### src/rtl/de_scoreboard_ctrl.sv
// Decode-side hazard control: per-register in-flight writer scoreboard (RAW / WAW-overflow stalls)
// plus a branch-wait FSM that holds decode until AGEX resolves and squashes the wrong-path slot.
module de_scoreboard_ctrl #(
   parameter int NREGS   = 32,
   parameter int REGBITS = 5,
   parameter int CNTBITS = 2
) (
   input  logic               clk,
   input  logic               reset,
   input  logic               de_valid,
   input  logic [REGBITS-1:0] de_rs1,
   input  logic               de_rs1_used,
   input  logic [REGBITS-1:0] de_rs2,
   input  logic               de_rs2_used,
   input  logic [REGBITS-1:0] de_rd,
   input  logic               de_wr_reg,
   input  logic               de_is_branch,
   input  logic               agex_br_resolved,
   input  logic               agex_br_taken,
   input  logic               wb_valid,
   input  logic [REGBITS-1:0] wb_rd,
   input  logic               wb_wr_reg,
   output logic               issue,
   output logic               stall_de,
   output logic               flush_de,
   output logic [NREGS-1:0]   sb_busy,
   output logic               sb_err,
   output logic               dbg_br_wait
);

   // Handshake: issue is the DE->AGEX latch enable; stall_de holds FE/DE whenever a valid
   // instruction (or the branch shadow) cannot issue; flush_de squashes DE for one cycle.

   typedef enum logic {
      ST_RUN     = 1'b0,
      ST_BR_WAIT = 1'b1
   } state_t;

   localparam logic [CNTBITS-1:0] CMAX = '1;
   localparam logic [CNTBITS-1:0] ONE  = CNTBITS'(1);

   state_t             state_q, state_d;
   logic [CNTBITS-1:0] cnt_q [NREGS];
   logic [CNTBITS-1:0] cnt_d [NREGS];
   logic               sb_err_q, sb_err_d;

   logic               dec, inc;
   logic [NREGS-1:0]   dec_hit, inc_hit, busy_eff;
   logic               raw, waw_ovf;

   // Hazard detection; a retiring writer is visible this cycle (write-before-read regfile),
   // so cnt - dec_hit != 0 reduces to cnt != dec_hit.
   always_comb begin
      dec      = wb_valid & wb_wr_reg & (wb_rd != '0);
      dec_hit  = '0;
      busy_eff = '0;
      for (int i = 0; i < NREGS; i++) begin
         dec_hit[i]  = dec & (wb_rd == REGBITS'(i));
         busy_eff[i] = (i != 0) && (cnt_q[i] != {{(CNTBITS-1){1'b0}}, dec_hit[i]});
      end
      raw     = (de_rs1_used & busy_eff[de_rs1]) | (de_rs2_used & busy_eff[de_rs2]);
      waw_ovf = de_wr_reg & (de_rd != '0) & (cnt_q[de_rd] == CMAX) & ~dec_hit[de_rd];
   end

   always_comb begin
      state_d  = state_q;
      issue    = 1'b0;
      stall_de = 1'b0;
      flush_de = 1'b0;
      if (reset) begin
         state_d = ST_RUN;
      end else begin
         case (state_q)
            ST_RUN: begin
               issue    = de_valid & ~raw & ~waw_ovf;
               stall_de = de_valid & ~issue;
               if (issue & de_is_branch) state_d = ST_BR_WAIT;
            end
            ST_BR_WAIT: begin
               stall_de = 1'b1;
               if (agex_br_resolved) begin
                  flush_de = agex_br_taken;
                  state_d  = ST_RUN;
               end
            end
            default: state_d = ST_RUN;
         endcase
      end
   end

   // Counter update; inc and dec on the same register cancel.
   always_comb begin
      inc      = issue & de_wr_reg & (de_rd != '0);
      inc_hit  = '0;
      sb_err_d = sb_err_q;
      for (int i = 0; i < NREGS; i++) begin
         inc_hit[i] = inc & (de_rd == REGBITS'(i));
         cnt_d[i]   = cnt_q[i];
         if (inc_hit[i] && !dec_hit[i]) begin
            cnt_d[i] = cnt_q[i] + ONE;
         end else if (dec_hit[i] && !inc_hit[i]) begin
            if (cnt_q[i] == '0) sb_err_d = 1'b1;
            else                cnt_d[i] = cnt_q[i] - ONE;
         end
      end
   end

   always_ff @(posedge clk) begin
      if (reset) begin
         state_q  <= ST_RUN;
         sb_err_q <= 1'b0;
         for (int i = 0; i < NREGS; i++) cnt_q[i] <= '0;
      end else begin
         state_q  <= state_d;
         sb_err_q <= sb_err_d;
         for (int i = 0; i < NREGS; i++) cnt_q[i] <= cnt_d[i];
      end
   end

   always_comb begin
      sb_busy = '0;
      for (int i = 0; i < NREGS; i++) sb_busy[i] = (cnt_q[i] != '0);
   end

   assign sb_err      = sb_err_q;
   assign dbg_br_wait = (state_q == ST_BR_WAIT);

endmodule

### config.mk
export PLATFORM = sky130hd
export DESIGN_NAME = de_scoreboard_ctrl
export DESIGN_NICKNAME = d
export VERILOG_FILES = /design/src/rtl/de_scoreboard_ctrl.sv
export SDC_FILE = /design/constraint.sdc
export NUM_CORES = 1
export LEC_CHECK = 0
export ABC_AREA = 1
export CORE_MARGIN = 2
export CORE_UTILIZATION = 41
export DETAILED_ROUTE_END_ITERATION = 10
export SYNTH_ARGS = -nofsm -noshare
export SYNTH_HDL_FRONTEND = slang
export SYNTH_SLANG_ARGS = --single-unit
### constraint.sdc
create_clock -name clk -period 10.5 [get_ports clk]
set_input_delay 1.575 -clock clk [delete_from_list [all_inputs] [get_ports clk]]
set_output_delay 1.575 -clock clk [all_outputs]
set_load 0.05 [all_outputs]
==> flow_metrics.py <==
metrics = {
    "outcome": {
        "outcome": "finished clean",
    },
    "place": {
        "placedCellCount": 1480,
        "hpwl_mm": 20.4,
        "place_ws_ps": 3340,
        "gp_congestion": 0.965,
        "post_dp_cell_area_mm2": 0.00796,
        "portBuffers": 67,
    },
    "clocking": {
        "clock_latency_ps": 350,
        "clk_pin_slew_ps": 60,
        "postCtsResizedCells": 0,
        "tritoncts": "built",
        "numCtsBuffers": 9,
        "cts_buffer_depth": 2,
        "hold_buffers": 0,
        "clock-sinks": 66,
        "post_cts_buffers": 0,
        "htree_levels": 3,
        "root_buffer": "clkbuf_16",
    },
    "logic_synthesis": {
        "synth_top_family_by_area": "simple AND/OR/NAND/NOR gates",
        "synth-edff-count": 0,
        "synth_xor_area_share_pct": 0,
        "synth_flop_cell": "dfxtp_1",
        "synth-compound-area-share_pct": 16.5,
        "synthCells": 1219,
        "synthMuxAreaShare_pct": 0,
        "synth_top_area_share_pct": 18.5,
        "synth_area_leaders": "dfxtp_1 18%, nand2_1 18%, ha_1 11%",
        "synth_warnings": 0,
        "synthSimpleGateAreaFrac_pct": 40.1,
        "synthAdderAreaFrac_pct": 11.0,
        "synthesis.nets": 1313,
        "synth_top_area_cell": "dfxtp_1",
        "syn_avg_cell_area_um2": 5.87,
        "synthArstFlopShare_pct": 0,
        "syn_area_mm2": 0.00715,
        "synth.distinct_cells": 33,
        "ys_ff_latch": 66,
        "seq_area_frac_synth_pct": 18.5,
    },
    "grt": {
        "grt_pass1_wl_mm": 41.5,
        "overflow": 0,
        "grt_max_degree": 37,
        "grt_use_total_pct": 28.9,
        "antenna_found_initial": 0,
        "grt_pass1_vias": 7803,
    },
    "power_and_ir_drop": {
        "vdd_drop_max_mv": 0.0777,
        "leakage_nw": 3.89,
        "p_seq_share_pct": 39.7,
        "p_sw_mw": 0.197,
        "power_frac_comb_pct": 16.2,
        "switching_share_pct": 31.0,
        "power.density_mw_per_mm2": 77.1,
        "pwr-share-clk_pct": 44.1,
        "p_int_mw": 0.437,
    },
    "drt": {
        "drt-initial-drc-count": 819,
        "drt-pass1-iter-count": 8,
        "drc": 0,
        "route.detailed.wl_per_inst_um": 17.6,
        "ant_nets": 0,
        "viasPerCell": 5.59,
        "drt_wl_total_mm": 26.3,
        "dr_total_vias": 8363,
    },
    "timing": {
        "timing.slew.headroom_pct": 26.5,
        "fmax_mhz": 137,
        "fin_skew_ps": 5.99,
        "rsz0062_at_grt": "false",
        "worstMarginPinSlew_ps": 1100,
        "finalHoldViolCount": 0,
        "setup_viol": 0,
        "period_share_pct": 69.6,
        "fin_crit_ps": 7310,
        "hold-worst-slack_ps": 511,
        "setup_tns_ps": 0,
        "slew_viol_final": 0,
        "setup_ws_ps": 3190,
    },
    "floorplanning": {
        "initial_core_util_pct": 41.7,
        "die_h_um": 136,
        "rows": 48,
        "core_mm2": 0.0172,
        "die_area_mm2": 0.0185,
        "dieWidth_um": 136,
        "ios": 68,
    },
    "finish": {
        "layout_common_cells": "351 x nand2_1, 209 x inv_1, 150 x nand3_1, 99 x nor2_1, 80 x a211oi_1",
        "layout_commonest_cell": "nand2_1",
        "drive_above_1_share_pct": 3.23,
        "num_antenna_cells": 0,
        "syn_to_final_growth_pct": 14.9,
        "final_design_area_no_fill_mm2": 0.00822,
        "stdcell_count": 1495,
        "num-nets-final": 1360,
    },
    "setup_path": {
        "r2r_slack_ps": 6230,
        "critPathKind": "in -> out",
        "cp_max_fo": 33,
        "cpPeakStageDelay_ps": 880,
        "rr_worst_depth": 21,
        "rr_startpoint": "cnt_q[28][0]",
        "crit_required_ps": 8930,
        "critPathCaptureType": "output port",
        "crit_arrival_ps": 5740,
        "slowest_stage": "clkdlybuf4s50_1",
        "path_cells": "clkdlybuf4s50_1 -> nand2_1 -> nor2_2 -> nand2_1 -> nand2_1 -> nand3_1 -> nand2_1 -> nand3_1 -> nand3_1 -> nand3_1 -> nand2_1 -> nand2_1 -> nand3_1 -> nand3_1 -> nor2_2 -> buf_4 -> clkdlybuf4s50_1",
        "start_kind": "primary input",
        "rr_endpoint": "sb_err",
    },
    "worst_hold_path": {
        "whs_path_depth": 2,
        "hold_end": "cnt_q[0][1]",
        "hp-class": "reg -> reg",
        "min_from": "cnt_q[0][1]",
    },
    "run": {
        "drv_cap": 0,
    },
}
==> layer usage <==
metal / vias up / GRT usage, % / part of all wire [%]
met5: - / 0 / 0
met4: 0 / 10.5 / 3.0
met3: 66 / 7.01 / 9.1
met2: 390 / 45.0 / 44
met1: 3774 / 38.7 / 44
li1: 4133 / - / -
==> registers in the layout (all words and copies together) (netlist names) <==
| register | cells |
|---|---|
| cnt_q | 64 |
| dbg_br_wait | 1 |
| sb_err | 1 |
==> cells in the mapped netlist, drive strengths merged, types with 2 or more instances <==
| cell | count |
|---|---|
| nor2 | 109 |
| clkbuf | 18 |
| inv | 213 |
| o22ai | 40 |
| a22oi | 3 |
| nand4 | 43 |
| clkinv | 2 |
| a211oi | 80 |
| o21ai | 28 |
| buf | 19 |
| nand2 | 354 |
| a221oi | 2 |
| ha | 63 |
| nand3 | 152 |
| a21oi | 20 |
| dfxtp | 66 |
| o211ai | 2 |
==> how the worst max path moves through the flow <==
| stage | depth (start not counted) | start | endpoint | slack [ps] |
|---|---|---|---|---|
| after floorplan | 16 | wb_rd[3] | stall_de | 5640 |
| after global placement | 17 | wb_valid | issue | 3360 |
| after detailed placement | 17 | wb_wr_reg | issue | 3340 |
| after CTS | 17 | wb_wr_reg | issue | 3340 |
| after global routing | 17 | wb_valid | issue | 2920 |
| final | 17 | wb_valid | issue | 3190 |
==> power groups by stage <==
stage	Sequential, mW	Combinational [mW]	Clock (mW)
floorplan	0.260	0.0587	0
global placement	0.257	0.0992	0
detailed placement	0.257	0.0992	0
CTS	0.252	0.0995	0.289
global route	0.252	0.109	0.298
finish	0.252	0.103	0.280
==> area by class of cell <==
class,count,area [um2]
flip-flops and latches,66,1320
well taps,225,282
multi-input cells,901,4830
fillers,1926,8960
inverters,215,807
clock inverters,5,32.5
clock buffers,10,229
repair buffers,73,716
==> critical path, delay by kind of cell <==
family	cells	cell delay, ps
buffers and inverters	3	1690
AND/OR/NAND/NOR	14	2440
==> cell families (layout without fill, tap and decap cells) <==
group                      count (synthesis)  in the layout
AOI/OAI and AO/OA                        179            179
adders and majority gates                 63             63
buffers and inverters                    252            303
DFF                                       66             66
and+or+nand+nor                          659            659
==> per-stage QoR <==
stage	total power, mW	util [%]
6_report	0.634	47.9
5_1_grt	0.659	47.9
4_1_cts	0.640	47.9
3_5_place_dp	0.356	46.3
3_3_place_gp	0.356	46.3
2_1_floorplan	0.318	-
No activity file was read; power rests on OpenSTA's default activity.
